**src/rtl/motor_pwm_gen.sv**
```systemverilog
// Four-channel ESC pulse generator: frame timer, double-buffered throttles,
// arm/disarm sequencing and command-loss failsafe.
module motor_pwm_gen #(
  parameter int PERIOD         = 125000,
  parameter int MIN_PULSE      = 50000,
  parameter int STEP           = 50,
  parameter int THR_MAX        = 1000,
  parameter int ARM_FRAMES     = 200,
  parameter int TIMEOUT_FRAMES = 40
) (
  input  logic        clk,
  input  logic        rst,
  input  logic        cmd_valid,
  output logic        cmd_ready,
  input  logic [10:0] thr_1,
  input  logic [10:0] thr_2,
  input  logic [10:0] thr_3,
  input  logic [10:0] thr_4,
  input  logic        arm,
  output logic        pwm_1,
  output logic        pwm_2,
  output logic        pwm_3,
  output logic        pwm_4,
  output logic        frame_start,
  output logic        armed,
  output logic        failsafe
);

  localparam int CW = (PERIOD > 2) ? $clog2(PERIOD) : 1;
  localparam int AW = $clog2(ARM_FRAMES + 1);
  localparam int TW = $clog2(TIMEOUT_FRAMES + 1);
  localparam bit CFG_OK = (MIN_PULSE + THR_MAX * STEP) < PERIOD;
  localparam logic [CW-1:0] LAST  = CW'(PERIOD - 1);
  localparam logic [CW-1:0] MINP  = CW'(MIN_PULSE);
  localparam logic [CW-1:0] STEPW = CW'(STEP);
  localparam logic [10:0]   TMAX  = 11'(THR_MAX);

  typedef enum logic [1:0] {DISARMED, ARMING, ARMED, FAILSAFE} state_t;

  function automatic logic [10:0] sat_thr(input logic [10:0] t);
    return (t > TMAX) ? TMAX : t;
  endfunction

  // Saturated throttle keeps the sum below PERIOD, so CW bits never overflow.
  function automatic logic [CW-1:0] pulse_of(input logic [10:0] t);
    return MINP + CW'(t) * STEPW;
  endfunction

  logic [CW-1:0] cnt;
  logic [10:0]   thr_in   [4];
  logic [10:0]   pending  [4];
  logic [10:0]   active   [4];
  logic [10:0]   load_thr [4];
  logic [CW-1:0] pulse    [4];
  logic [3:0]    pwm_q;
  state_t        state, state_n;
  logic [AW-1:0] arm_cnt, arm_cnt_n;
  logic [TW-1:0] wd, wd_n;
  logic          acc_flag, accept, boundary, all_zero, armed_d, failsafe_d;

  assign thr_in[0] = thr_1;
  assign thr_in[1] = thr_2;
  assign thr_in[2] = thr_3;
  assign thr_in[3] = thr_4;
  assign accept    = cmd_valid && cmd_ready;
  assign boundary  = (cnt == LAST);

  // A command landing in the boundary cycle is folded into that load.
  always_comb begin
    all_zero = 1'b1;
    for (int i = 0; i < 4; i++) begin
      load_thr[i] = accept ? sat_thr(thr_in[i]) : pending[i];
      pulse[i]    = (state == ARMED) ? pulse_of(active[i]) : MINP;
      if (load_thr[i] != 11'd0) all_zero = 1'b0;
    end
  end

  always_ff @(posedge clk or posedge rst) begin
    if (rst) begin
      state   <= DISARMED;
      arm_cnt <= '0;
      wd      <= '0;
    end else begin
      state   <= state_n;
      arm_cnt <= arm_cnt_n;
      wd      <= wd_n;
    end
  end

  always_comb begin
    state_n   = state;
    arm_cnt_n = arm_cnt;
    wd_n      = accept ? '0 : wd;
    if (boundary) begin
      case (state)
        DISARMED: if (arm) begin
          state_n   = ARMING;
          arm_cnt_n = '0;
        end
        ARMING: begin
          if (!arm) state_n = DISARMED;
          else if (!all_zero) arm_cnt_n = '0;
          else if (arm_cnt == AW'(ARM_FRAMES - 1)) begin
            state_n = ARMED;
            wd_n    = '0;
          end else arm_cnt_n = arm_cnt + 1'b1;
        end
        ARMED: begin
          if (!arm) state_n = DISARMED;
          else if (acc_flag || accept) wd_n = '0;
          else if (wd == TW'(TIMEOUT_FRAMES - 1)) state_n = FAILSAFE;
          else wd_n = wd + 1'b1;
        end
        FAILSAFE: if (!arm) state_n = DISARMED;
        default: state_n = DISARMED;
      endcase
    end
  end

  always_comb begin
    armed_d    = (state == ARMED);
    failsafe_d = (state == FAILSAFE);
  end

  always_ff @(posedge clk or posedge rst) begin
    if (rst) begin
      cnt         <= '0;
      cmd_ready   <= 1'b0;
      frame_start <= 1'b0;
      armed       <= 1'b0;
      failsafe    <= 1'b0;
      acc_flag    <= 1'b0;
      pwm_q       <= '0;
      for (int i = 0; i < 4; i++) begin
        pending[i] <= '0;
        active[i]  <= '0;
      end
    end else begin
      cnt         <= boundary ? '0 : cnt + 1'b1;
      cmd_ready   <= 1'b1;
      frame_start <= (cnt == '0);
      armed       <= armed_d;
      failsafe    <= failsafe_d;
      acc_flag    <= boundary ? 1'b0 : (acc_flag || accept);
      for (int i = 0; i < 4; i++) begin
        pwm_q[i] <= (cnt < pulse[i]);
        if (accept)   pending[i] <= sat_thr(thr_in[i]);
        if (boundary) active[i]  <= load_thr[i];
      end
    end
  end

  assign pwm_1 = pwm_q[0];
  assign pwm_2 = pwm_q[1];
  assign pwm_3 = pwm_q[2];
  assign pwm_4 = pwm_q[3];

  always @(posedge clk) if (!rst) assert (CFG_OK);

endmodule

```
**config.mk**
```make
export PLATFORM = sky130hd
export DESIGN_NAME = motor_pwm_gen
export DESIGN_NICKNAME = d
export VERILOG_FILES = /design/src/rtl/motor_pwm_gen.sv
export SDC_FILE = /design/constraint.sdc
export NUM_CORES = 1
export LEC_CHECK = 0
export BUFFER_PORTS_ARGS = -buffer_cell sky130_fd_sc_hd__buf_2
export CAP_MARGIN = 20
export CORE_UTILIZATION = 64
export DETAILED_ROUTE_END_ITERATION = 16
export PLACE_DENSITY = 0.83
export SETUP_SLACK_MARGIN = 0.02
export SYNTH_ARGS = -nofsm -noshare
export SYNTH_HDL_FRONTEND = slang
export SYNTH_SLANG_ARGS = --single-unit
```
**constraint.sdc**
```tcl
create_clock -name clk -period 6.15 [get_ports clk]
set_input_delay 1.5375 -clock clk [delete_from_list [all_inputs] [get_ports clk]]
set_output_delay 1.5375 -clock clk [all_outputs]
set_load 0.005 [all_outputs]
```
== Yosys cells after proc, flatten, opt, wreduce, memory -nomap -nowiden ==
Cells that the tools add are included.
Operators by class
  add/subtract/negate cells: 7
  multiply operators: 4
  magnitude comparators: 8
  equal/unequal tests: 14
  muxes and demuxes: 41
  reduce and logical (&&, ||, !) cells: 11
Operators by type and width (count)
  11-bit two-way mux: 8
  17-bit two-way mux: 5
  16-bit by 17-bit adder with 17-bit output, first input constant: 4
  17-bit < comparator: 4
  11-bit by 5-bit multiplier with 16-bit output, second input constant: 4
  6-bit two-way mux: 8
  11-bit by 10-bit > comparator with 1-bit output, second input constant: 4
  11-bit nonzero test: 4
  8-bit two-way mux: 4
  17-bit by 1-bit adder with 17-bit output, second input constant: 1
  17-bit == test, second input constant: 1
  17-bit logical NOT: 1
  2-bit two-way mux: 8
  8-bit case mux with 2 select lines: 1
  3-bit inequality test, second input constant: 4
  6-bit case mux with 2 select lines: 1
  8-bit by 1-bit adder with 8-bit output, second input constant: 1
  8-bit == test, second input constant: 1
  2-bit case mux with 4 select lines: 1
  7-bit AND reduction: 1
  6-bit by 1-bit adder with 6-bit output, second input constant: 1
  6-bit == test, second input constant: 1
  2-bit inequality test, second input constant: 3
  1-bit two-way mux: 5
  8 further kinds: 9
Word-level totals
  bits in registers: 130
  output and inout bits: 8
  word-level logic and storage cells: 103

== Depth between registers and ports, before layout ==
Gate-level depths: netlist of the first run.
  depth in word-level cells: 12
  mapped depth: 21
  gate-level depth less buffers: 21

== Worst setup path before layout of the first run ==
OpenSTA, ideal clock, no wires.
  path type: reg-to-reg
  start point: reg active[17] (netlist name)
  end point: reg pwm_q[2]
  setup time: 0.087 ns
  arrival: 4.484 ns
  data required time: 6.063 ns
  setup slack: 1.579 ns
  cell stages (with the launch flop): 20
  path buffers: 0
  clock period less this slack: 4.571 ns
  cells stage by stage: dfrtp_1 ha_1 ha_1 inv_1 fa_1 inv_1 ha_1 or2_2 a211oi_1 o21ai_0 a2111oi_1 nand3_1 xor2_1 nor2_1 ha_1 a21o_1 a21oi_1 nand2_1 a311o_1 o211ai_1
On the way
  word-level cells in the longest chain between the ends: 4
Ends and longest elaborated chain
  start, declared: RTL line 52  | logic [10:0] active [4];
  start signal, assigned by index: RTL line 148  | if (boundary) active[i] <= load_thr[i];
  11-bit by 5-bit multiplier with 16-bit output: RTL line 46  | return MINP + CW'(t) * STEPW;
  16-bit by 17-bit adder with 17-bit output: RTL line 46
  17-bit two-way mux: RTL line 73  | pulse[i] = (state == ARMED) ? pulse_of(active[i]) : MINP;
  17-bit < comparator: RTL line 146  | pwm_q[i] <= (cnt < pulse[i]);
  end signal, assigned by index: RTL line 146
  end, declared: RTL line 55  | logic [3:0] pwm_q;
Every way passes these cells.
A chain may end at the register's enable or synchronous reset.

== Worst setup path in the final report of the first run ==
Ends and elaborated chain as after synthesis.

==> flow_summary_export.csv, run 1 <==
group,metric,value,unit
global_route,grt_first_pass_wirelength,47400,um
place,place_ws,1.18,ns
sta,slew_headroom,39.1,%
drt,drtAntennaViolNets,0,
worst_setup_path,worst-setup-path-type,"reg2reg",
drt,wl_met3,1750,um
worst_hold_path,min_path_cells,1,
die,fp.dieW,139,um
worst_hold_path,hold_end,"wd[0]",
clock_network,clk_latency,0.44,ns
drt,drtIter0Drc,621,
clock_network,cts_setup_buffers,0,
worst_setup_path,crit_fanout,4,
die,initial_core_util,66.2,%
layout,area_delta_synth_final,8.57,%
logic_synthesis,synthTopCellsByArea,"dfrtp_1, ha_1, nand2_1, inv_1, fa_1",
die,die_y,139,um
worst_setup_path,r2r_setup_slack,1.16,ns
global_route,grt_overflow,0,
clock_network,path_clk_slew,0.06,ns
logic_synthesis,yosysTopAreaCell,"dfrtp_1",
place,io_buffers,55,
worst_setup_path,cpMostUsedCell,"ha_1",
logic_synthesis,synth_top_area_share,27.0,%
sta,hold-worst-slack,0.504,ns
die,design.core.area,18200,um^2
power_and_ir_drop,ir_drop,0.195,mV
sta,max_freq,200,MHz
die,num_rows,49,
logic_synthesis,yosys_warnings,0,
power_and_ir_drop,leakagePower,6.34,nW
worst_hold_path,hold_path_class,"reg2reg",
clock_network,cts_resized,0,
worst_setup_path,critical_path.slowest_cell,"a2111oi_1",
sta,rsz0062_at_grt,"no",
sta,drv_slew,0,
logic_synthesis,synth_edf_count,0,
logic_synthesis,avgSynthCellArea,8.87,um^2
layout,fin_util,71.8,%
logic_synthesis,synth.distinct_cells,78,
worst_setup_path,cp_top_family,"compound AO/OA/AOI/OAI gates",
drt,first_pass_iters,5,
worst_hold_path,min_from,"wd[0]",
die,die-area,19400,um^2
sta,setup_viol,0,
drt,route.detailed.drc,0,
worst_setup_path,worstPathCellList,"ha_1, ha_1, inv_1, fa_1, inv_1, ha_1, or2_2, a211oi_1, o21ai_0, a2111oi_1, nand3_1, xor2_1, nor2_1, ha_1, a21o_1, a21oi_1, nand2_1, a311o_1, o211ai_1",
layout,nNetsFinal,1695,
worst_setup_path,rr_endpoint,"pwm_q[2]",
sta,tightest_slew,0.914,ns
worst_setup_path,required,6.50,ns
logic_synthesis,ys_ff_latch,130,
layout,diodes,0,
sta,finalSetupTns,0,ns
sta,finalClockSkew,0.0107,ns
layout,drive_gt1_share,8.70,%
layout,final_common_cell,"ha_1",
drt,wl_per_cell,17.3,um
clock_network,cts_buffer_depth,2,
layout,layout_common_cells,"ha_1, nand2_1, dfrtp_1, inv_1, nor2_1",
global_route,antenna_found_initial,0,
clock_network,h-tree-depth,4,
clock_network,cts_inserted_buffers,17,
worst_setup_path,crit_arrival,5.34,ns
outcome,status,"completed",
logic_synthesis,syn-cell-area,12000,um^2
global_route,grtUsageTotal,30.5,%
worst_setup_path,reg2reg_depth,19,
worst_setup_path,critPathLaunchType,"register",
power_and_ir_drop,p_per_area,162,nW/um^2
sta,hold_viol_final,0,
sta,period_needed,4.99,ns
clock_network,clkSinkCount,130,
layout,fillers,1333,
sta,fin_crit_sh,81.2,%
logic_synthesis,syn_nets,1653,
logic_synthesis,ys_dominant_reg_cell,"dfrtp_1",
logic_synthesis,synthCells,1359,
drt,wl_met1,12200,um
worst_setup_path,worstSetupEndpointType,"register",
die,io_pins,56,
worst_setup_path,reg2reg_from,"active[17]",
place,place.gp.congestion,0.829,
clock_network,clock-root-buffer,"clkbuf_16",
drt,met2WireLength,13600,um
global_route,grt_max_degree,72,
worst_setup_path,critPathMaxStageDelay,0.65,ns
logic_synthesis,synthArstFlopShare,100,%
sta,fin_ws,1.16,ns
drt,highest_layer,"met4",
drt,vias,10162,
job,max_cap_viol_count,0,
global_route,first_global_vias,10154,
place,place_hpwl,20800,um
drt,viasPerCell,6.19,
clock_network,cts_tree,"built",
worst_setup_path,crit_buf_inv,2,
clock_network,cts_hold_buf,0,
logic_synthesis,yosysSeqAreaShare,27.0,%
drt,routed_wl,28400,um
worst max-delay path by stage:
stage,from,to,slack (ns),cells past startpoint
finish,active[17],pwm_q[2],1.16,19
detailed placement,active[17],pwm_q[2],1.18,19
CTS,active[17],pwm_q[2],1.16,19
floorplan,rst,acc_flag,1.14,1
global route,active[17],pwm_q[2],0.71,19
global placement,active[17],pwm_q[2],1.32,19
stage by stage:
step           instance area [um^2]  power, mW  std cells
2_1_floorplan                 12000      0.995       1359
3_3_place_gp                  12500       1.04       1611
3_5_place_dp                  12500       1.04       1611
4_1_cts                       13100       2.13       1643
5_1_grt                       13100       2.18       1643
6_report                      13100       2.12       1643
synth_stat cells (13+ instances only):
library cell  number
nor3_1            20
and3_1            15
nand4_1           15
nor4_1            13
nor2_1           110
clkbuf_1          27
xnor2_1           46
nand3_1           25
o21ai_0           66
xor2_1            44
nand2_1          149
dfrtp_1          130
inv_1            129
ha_1             222
a21oi_1           77
nor2b_1           13
fa_1              24
a21o_1            14
or3_1             14
and2_1            23
o21a_1            13
per-layer routing:
metal | up-vias | global-route usage [%]
met5 | - | 0
met1 | 4857 | 38.7
met2 | 368 | 52.0
met4 | 0 | 12.4
li1 | 4862 | -
met3 | 75 | 4.99
worst register-to-register path: cells and delay by family, from the launching register on:
family	cells	cell delay, ns
simple gates	4	0.75
xor+xnor	1	0.21
flops	1	0.45
compound gates	7	1.84
fa+ha+maj	5	1.58
buf+inv	2	0.09
state kept, by name, summed over array words and instances (netlist names), 2 cells and up:
name,count
pending,44
state,2
active,44
wd,6
arm_cnt,8
cnt,17
pwm_q,4
where the power goes:
| group | leakage [nW] | internal, mW | total, mW | switching (mW) |
|---|---|---|---|---|
| sequential | 1.50 | 0.885 | 0.899 | 0.0138 |
| combinational | 4.54 | 0.0420 | 0.137 | 0.0952 |
| clock | 0.300 | 0.651 | 1.09 | 0.438 |
| total | 6.34 | 1.58 | 2.12 | 0.547 |
area by class of cell:
class | count | area, um^2 | area share (%)
Inverter | 129 | 487 | 3.72
Clock buffer | 18 | 429 | 3.28
Timing Repair Buffer | 59 | 305 | 2.33
Sequential cell | 130 | 3250 | 24.9
Multi-Input combinational cell | 1064 | 8130 | 62.2
Clock inverter | 14 | 190 | 1.45
Tap cell | 229 | 287 | 2.19
logic make-up after synthesis:
group | share of synthesized area, %
buf+inv | 5.57
xor+xnor | 6.54
compound gates | 14.4
simple gates | 18.3
other cells | 0.0311
mux | 1.18
flops | 27.0
fa+ha+maj | 27.0
Note: power is estimated with default switching activity, not from simulation.
==> run 2: changes to the inputs <==
clock period = 4.8 ns   (was 6.15 ns; I/O delays follow)
==> flow_summary_export.csv, run 2 (synthesis results as in run 1) <==
group,metric,value,unit
outcome,status,"completed",
sta,rsz0062_at_grt,"yes",
clock_network,cts_tree,"built",
layout,design_area,13300,um^2
clock_network,cts_buffer_depth,2,
global_route,grt_first_pass_wirelength,46800,um
power_and_ir_drop,ir_drop,0.250,mV
die,design.core.area,18200,um^2
die,num_rows,49,
power_and_ir_drop,p_per_area,199,nW/um^2
sta,tightest_slew,1.06,ns
drt,route.detailed.drc,0,
place,io_buffers,55,
global_route,first_global_vias,10041,
layout,layout_common_cells,"ha_1, nand2_1, dfrtp_1, inv_1, nor2_1",
global_route,antenna_found_initial,0,
layout,reg_top3,"active x44, pending x44, cnt x17",
worst_setup_path,critPathLaunchType,"register",
worst_setup_path,required,5.15,ns
drt,drtIter0Drc,602,
global_route,gr-max-usage-layer,"met2",
global_route,met1_usage,38.4,%
clock_network,clkSinkCount,130,
worst_setup_path,reg2reg_depth,21,
worst_setup_path,reg2reg_from,"active[4]",
job,max_cap_viol_count,0,
layout,nNetsFinal,1707,
layout,drive_gt1_share,11.2,%
drt,first_pass_iters,5,
global_route,use_met2,50.7,%
drt,vias,10149,
place,place_hpwl,20600,um
worst_setup_path,crit_fanout,4,
worst_setup_path,worstSetupEndpointType,"register",
worst_setup_path,crit_path_start,"active[4]",
clock_network,cts_inserted_buffers,17,
worst_setup_path,worst-setup-path-type,"reg2reg",
sta,slew_headroom,29.3,%
global_route,met3_usage,5.33,%
place,place_area,12500,um^2
layout,area_delta_synth_final,10.6,%
worst_hold_path,min_path_cells,2,
worst_hold_path,min_from,"pending[37]",
die,die-area,19400,um^2
clock_network,cts_hold_buf,0,
global_route,grt_overflow,0,
worst_setup_path,crit_arrival,4.98,ns
sta,finalSetupTns,0,ns
sta,finalClockSkew,0.00791,ns
layout,final_common_cell,"ha_1",
sta,setup_viol,0,
drt,drtAntennaViolNets,0,
global_route,grtUsageTotal,30.1,%
drt,viasPerCell,6.14,
sta,max_freq,216,MHz
drt,routed_wl,28200,um
global_route,grt_max_degree,75,
worst_hold_path,hold_path_class,"reg2reg",
place,place.gp.congestion,0.888,
sta,period_needed,4.64,ns
power_and_ir_drop,leakagePower,6.40,nW
sta,drv_slew,0,
drt,wl_per_cell,17.1,um
sta,fin_crit_sh,96.6,%
sta,hold_viol_final,0,
power_and_ir_drop,p_total,2.66,mW
clock_network,h-tree-depth,4,
clock_network,clk_latency,0.43,ns
clock_network,path_clk_slew,0.07,ns
layout,diodes,0,
die,initial_core_util,66.2,%
die,die_y,139,um
die,fp.dieW,139,um
die,io_pins,56,
clock_network,clock-root-buffer,"clkbuf_16",
==> run 2: final timing paths <==
| check | endpoint | slack (ns) |
|---|---|---|
| min in group asynchronous | pending[7] | 0.88 |
| min | pending[37] | 0.51 |
| min reg2reg | pending[37] | 0.51 |
| max in group asynchronous | active[17] | 3.06 |
| max | pwm_q[3] | 0.16 |
| max reg2reg | pwm_q[3] | 0.16 |
==> run 2: worst max-delay path: stages (launching register included) <==
cell and delay [ns]:
dfrtp_1 0.43, ha_1 0.32, ha_1 0.29, inv_1 0.05
fa_1 0.51, inv_1 0.04, ha_1 0.34, o21ai_1 0.19
a21oi_2 0.07, o41a_1 0.43, xor2_2 0.20, and4_4 0.26
xnor2_1 0.12, nor2_1 0.07, ha_1 0.34, a21o_1 0.17
a21o_1 0.19, a21oi_2 0.17, nand2_2 0.09, a41oi_2 0.16
a21oi_1 0.06, o31ai_1 0.06
==> run 2: layout make-up <==
class | instances | area, um^2
Clock buffer | 17 | 425
Clock inverter | 14 | 173
Sequential cell | 130 | 3250
Tap cell | 229 | 287
Timing Repair Buffer | 71 | 408
Fill cell | 1231 | 4880
Inverter | 129 | 487
Multi-Input combinational cell | 1064 | 8300
==> run 2: what timing repair did <==
item	CTS	global route
setup buffers	0	9
resized for setup	2	32
pin swaps	0	17
setup endpoints to repair	2	4
endpoints found under the hold margin	0	0
==> run 2: through the flow <==
stage	utilization [%]	instances	hold WS, ns	setup WS, ns
finish	73.2	1654	0.506	0.163
global route	73.2	1654	0.530	-0.0554
CTS	72.0	1645	0.504	0.0192
detailed placement	68.6	1614	0.496	-0.00979
global placement	68.6	1614	0.485	0.164
floorplan	-	1359	0.448	0.131
==> run 2: metal layers <==
| metal | up-vias | wire length, um |
|---|---|---|
| li1 | 4877 | - |
| met1 | 4853 | 12300 |
| met2 | 344 | 13300 |
| met3 | 75 | 1790 |
| met4 | 0 | 810 |
| met5 | - | 0 |
==> run 2: report_power, final <==
group / leakage (nW) / total [mW] / switching (mW) / internal [mW]
Sequential: 1.50 / 1.15 / 0.0168 / 1.13
Combinational: 4.63 / 0.176 / 0.120 / 0.0555
Clock: 0.280 / 1.33 / 0.552 / 0.780
Total: 6.40 / 2.66 / 0.690 / 1.97
